File: src/rtl/rf_scan_pkg.sv
// Shared constants and state encoding for the register-file scanner.
// Defaults match the 3-read/1-write register file geometry.
package rf_scan_pkg;

   localparam int WORD_DEF  = 32;
   localparam int ARRAY_DEF = 5;

   typedef enum logic [1:0] {
      IDLE = 2'd0,
      READ = 2'd1,
      HOLD = 2'd2,
      FIN  = 2'd3
   } scan_state_e;

endpackage

File: src/rtl/rf_scan_addr_gen.sv
// Read-address generator for the scanner: holds ra, wraps modulo 2**ARRAY,
// and flags when ra has reached the latched last address.
module rf_scan_addr_gen
   import rf_scan_pkg::*;
#(
   parameter int ARRAY = ARRAY_DEF
) (
   input  logic             clk,
   input  logic             rst,
   input  logic             load,
   input  logic             step,
   input  logic [ARRAY-1:0] first,
   input  logic [ARRAY-1:0] last,
   output logic [ARRAY-1:0] ra,
   output logic             is_last
);

   logic [ARRAY-1:0] last_q;

   // ra doubles as the latched first address; only the end point needs its own register
   always_ff @(posedge clk) begin
      if (!rst) begin
         ra     <= '0;
         last_q <= '0;
      end else if (load) begin
         ra     <= first;
         last_q <= last;
      end else if (step) begin
         ra     <= ra + ARRAY'(1);
      end
   end

   assign is_last = (ra == last_q);

endmodule

File: src/rtl/rf_scanner.sv
// Walks an address range of the register file through its debug read port and
// streams (address, data) pairs. Define RF_SCAN_CHECKSUM_EN to add the csum output.
//
// state | meaning
// IDLE  | waiting for start; outputs quiet
// READ  | ra stable for one cycle, rd captured at the end of it
// HOLD  | word presented on the stream until accepted
// FIN   | one-cycle done pulse after the last word was accepted
module rf_scanner
   import rf_scan_pkg::*;
#(
   parameter int WORD  = WORD_DEF,
   parameter int ARRAY = ARRAY_DEF
) (
   input  logic             clk,
   input  logic             rst,
   input  logic             start,
   input  logic             abort,
   input  logic [ARRAY-1:0] first_addr,
   input  logic [ARRAY-1:0] last_addr,
   output logic [ARRAY-1:0] ra,
   input  logic [WORD-1:0]  rd,
   output logic             out_valid,
   input  logic             out_ready,
   output logic [ARRAY-1:0] out_addr,
   output logic [WORD-1:0]  out_data,
   output logic             busy,
   output logic             done
`ifdef RF_SCAN_CHECKSUM_EN
   ,
   output logic [WORD-1:0]  csum
`endif
);

   scan_state_e state_q;
   scan_state_e state_d;

   logic accept;
   logic hs;
   logic is_last;
   logic step;

   assign accept = (state_q == IDLE) && start && !abort;
   assign hs     = (state_q == HOLD) && out_ready;
   assign step   = hs && !is_last && !abort;

   rf_scan_addr_gen #(
      .ARRAY (ARRAY)
   ) u_addr_gen (
      .clk     (clk),
      .rst     (rst),
      .load    (accept),
      .step    (step),
      .first   (first_addr),
      .last    (last_addr),
      .ra      (ra),
      .is_last (is_last)
   );

   always_ff @(posedge clk) begin
      if (!rst) begin
         state_q <= IDLE;
      end else begin
         state_q <= state_d;
      end
   end

   always_comb begin
      state_d = state_q;
      unique case (state_q)
         IDLE: if (accept) state_d = READ;
         READ: state_d = abort ? IDLE : HOLD;
         HOLD: begin
            // a word accepted alongside abort is delivered, but the scan still ends
            if (abort)        state_d = IDLE;
            else if (hs)      state_d = is_last ? FIN : READ;
         end
         FIN:  state_d = IDLE;
         default: state_d = IDLE;
      endcase
   end

   always_comb begin
      busy      = (state_q != IDLE);
      out_valid = (state_q == HOLD);
      done      = (state_q == FIN) && !abort;
   end

   always_ff @(posedge clk) begin
      if (!rst) begin
         out_addr <= '0;
         out_data <= '0;
      end else if ((state_q == READ) && !abort) begin
         out_addr <= ra;
         out_data <= rd;
      end
   end

`ifdef RF_SCAN_CHECKSUM_EN
   always_ff @(posedge clk) begin
      if (!rst) begin
         csum <= '0;
      end else if (accept) begin
         csum <= '0;
      end else if (hs) begin
         csum <= csum ^ out_data;
      end
   end
`endif

endmodule

File: config.mk
export PLATFORM = sky130hd
export DESIGN_NAME = rf_scanner
export DESIGN_NICKNAME = d
export VERILOG_FILES = /design/src/rtl/rf_scan_pkg.sv /design/src/rtl/rf_scan_addr_gen.sv /design/src/rtl/rf_scanner.sv
export SDC_FILE = /design/constraint.sdc
export NUM_CORES = 1
export LEC_CHECK = 0
export ABC_AREA = 1
export ABC_CLOCK_PERIOD_IN_PS = 2040
export BUFFER_PORTS_ARGS = -buffer_cell sky130_fd_sc_hd__buf_2
export CELL_PAD_IN_SITES_DETAIL_PLACEMENT = 1
export CELL_PAD_IN_SITES_GLOBAL_PLACEMENT = 1
export CORE_MARGIN = 10
export CORE_UTILIZATION = 30
export DETAILED_ROUTE_END_ITERATION = 12
export PLACE_DENSITY = 0.8
export SLEW_MARGIN = 10
export SYNTH_ARGS = -nofsm -noshare
export SYNTH_HDL_FRONTEND = slang
export SYNTH_HIERARCHICAL = 1
export SYNTH_SLANG_ARGS = --single-unit
File: constraint.sdc
create_clock -name clk -period 2.04 [get_ports clk]
set_input_delay 0.102 -clock clk [delete_from_list [all_inputs] [get_ports clk]]
set_output_delay 0.102 -clock clk [all_outputs]
set_load 0.005 [all_outputs]
==> results.sh <==
export IMPL_status="complete, no violations"
export IMPL_maxCapViolCount=0
export IMPL_yosys_warnings=6
export IMPL_ir_drop_mv=0.359
export IMPL_slowest_stage="dfxtp_1"
export IMPL_synth_most_common_cell="nand2_1"
export IMPL_ys_seq_elements=49
export IMPL_post_place_ws_ns=0.0619
export IMPL_nets=399
export IMPL_post_route_drc_count=0
export IMPL_syn_area_mm2=0.00209
export IMPL_die_area_mm2=0.0107
export IMPL_cts_buffers=5
export IMPL_max_freq_mhz=583
export IMPL_end_kind="register"
export IMPL_synth_nets=315
export IMPL_synth_top_area_share_pct=46.8
export IMPL_start_util_pct=30.8
export IMPL_dominantRegCellSynth="dfxtp_1"
export IMPL_hold_viol=0
export IMPL_crit_chain="xnor2_1, nand3_1, nor2_1, nor3_2, nand2_1, inv_1, nand3_1, a21oi_1"
export IMPL_place_congestion=0.861
export IMPL_yosys_area_top_type="dfxtp_1"
export IMPL_path_class="register to register"
export IMPL_cp_arrival_ns=1.95
export IMPL_ant_nets=0
export IMPL_finalCritPeriodShare_pct=84.0
export IMPL_finClkSkew_ns=0.00370
export IMPL_avgSynthCellArea_um2=7.84
export IMPL_crit_top_cell="nand3_1"
export IMPL_yosysSeqAreaShare_pct=46.8
export IMPL_grt_use_total_pct=13.1
export IMPL_setup_viol=0
export IMPL_hpwl_um=5310
export IMPL_timing_slew_headroom_pct=68.2
export IMPL_total_power_mw=2.06
export IMPL_synthToLayoutAreaGrowth_pct=30.0
export IMPL_vias_per_cell=4.89
export IMPL_core_area_mm2=0.00679
export IMPL_p_per_area_mw_per_mm2=757
export IMPL_die_h_um=104
export IMPL_die_w_um=104
export IMPL_htree_levels=2
export IMPL_p_leak_nw=1.23
export IMPL_cts_sinks=49
export IMPL_rsz0062_at_grt="no"
export IMPL_antenna_cells=0
export IMPL_setup_worst_path_start_class="register"
export IMPL_antenna_found_initial=0
export IMPL_crit_fanout=8
export IMPL_grt_pass1_wl_um=12000
export IMPL_tightest_slew_ns=0.477
export IMPL_tns_ns=0
export IMPL_synth_edff_count=0
export IMPL_cts_buffer_depth=2
export IMPL_portBuffers=91
export IMPL_rows=30
export IMPL_synth_common_cells="nand2_1 (55), dfxtp_1 (49), a21oi_1 (40)"
export IMPL_cts_tree="yes"
export IMPL_clkLatencyLatePin_ns=0.30
export IMPL_synthArstFlopShare_pct=0
export IMPL_dr_pass1_iters=4
export IMPL_grt_start_max_net_pins=39
export IMPL_drt_iter0_markers=70
export IMPL_period_minus_slack_ns=1.71
export IMPL_required_ns=2.28
export IMPL_drv_slew=0
export IMPL_root_buffer="clkbuf_8"
export IMPL_grt_pass1_vias=2399
export IMPL_max_stage_delay_ns=0.53
export IMPL_clk_pin_slew_worst_paths_ns=0.09
export IMPL_overflow=0
export IMPL_routed_wl_um=7160
export IMPL_min_path_type="input pin to register"
export IMPL_avgRoutedWirePerCell_um=16.0
export IMPL_ys_top_cells_by_area="dfxtp_1 (47%), nand4_1 (12%), nand2_1 (9.9%)"
export IMPL_dr_total_vias=2192
export IMPL_timing_final_ws_setup_ns=0.326
export IMPL_synth_distinct_cells=24
export IMPL_io_pins=92
export IMPL_postSynthCellCount=267
export IMPL_drive_gt1_share_pct=32.1
[stage by stage]
| stage | utilization, % | instance area (um^2) | hold WS (ns) | cells |
|---|---|---|---|---|
| floorplan | - | 2090 | 0.200 | 267 |
| global placement | 38.2 | 2590 | 0.323 | 440 |
| detailed placement | 38.2 | 2590 | 0.338 | 440 |
| CTS | 39.9 | 2710 | 0.0191 | 448 |
| global route | 40.1 | 2720 | 0.0153 | 448 |
| finish | 40.1 | 2720 | 0.0221 | 448 |
[placed cells by master (no fill, tap or decap), types with 2 or more instances in the layout]
master | synthesis | final
a21boi_1 | 2 | 2
a21oi_1 | 40 | 40
buf_2 | 6 | 91
buf_4 | 8 | 8
clkbuf_8 | 0 | 6
dfxtp_1 | 49 | 49
inv_1 | 13 | 13
inv_2 | 2 | 2
nand2_1 | 55 | 55
nand3_1 | 9 | 9
nand4_1 | 39 | 39
nor2_1 | 16 | 16
o21ai_0 | 7 | 7
xnor2_1 | 5 | 5
[cell families after synthesis]
group,synth area share [%]
AOI/OAI and AO/OA,12.5
xor gates and xnor gates,2.51
adders and majority gates,0.597
buffers and inverters,9.20
DFF,46.8
and+or+nand+nor,28.3
[path summary, 6_finish.rpt]
path	from	endpoint	slack (ns)	depth (start not counted)
min	last_addr[3]	u_addr_gen/last_q[3]$_SDFFE_PN0P_	0.02	3
min reg2reg	out_data[31]$_SDFFE_PN0P_	out_data[31]$_SDFFE_PN0P_	0.47	2
max reg2reg	u_addr_gen/ra[2]$_SDFFE_PN0P_	u_addr_gen/ra[3]$_SDFFE_PN0P_	0.33	8
max	u_addr_gen/ra[2]$_SDFFE_PN0P_	u_addr_gen/ra[3]$_SDFFE_PN0P_	0.33	8
[sequential cells by signal (all words and copies together) (netlist names)]
register,count
u_addr_gen/last_q,5
state_q,2
u_addr_gen/ra,5
out_data,32
out_addr,5
[repair_timing]
item                       4_1_cts  5_1_grt
hold endpoints to repair         0        0
setup endpoints to repair        0       41
resized for setup                0        2
hold buffers                     0        0
buffers inserted                 0        0
[final cells by class]
cell class	count	area (um^2)
clock buffers	7	86.3
clock inverters	1	30.0
fillers	876	4070
inverters	15	56.3
multi-input cells	181	933
flip-flops and latches	49	981
well taps	96	120
repair buffers	99	515
[power by group]
group	leakage (nW)	switching (mW)	internal, mW	total, mW
Sequential	0.398	0.0326	0.999	1.03
Clock	0.0585	0.324	0.400	0.724
Combinational	0.776	0.180	0.124	0.305
[routing by layer]
metal  wire length (um)  vias up  track usage (%)
met3                436        4             4.21
li1                   -     1077                -
met4                 29        0             3.13
met1               3050     1049             14.2
met5                  0        -                0
met2               3650       62             23.8
[critical path: cells and delay by family, from the launching register on]
family	cells	cell delay, ns
flops	1	0.53
buf+inv	1	0.12
simple gates	5	0.75
xor+xnor	1	0.12
compound gates	1	0.13
(Power assumes the default switching activity.)
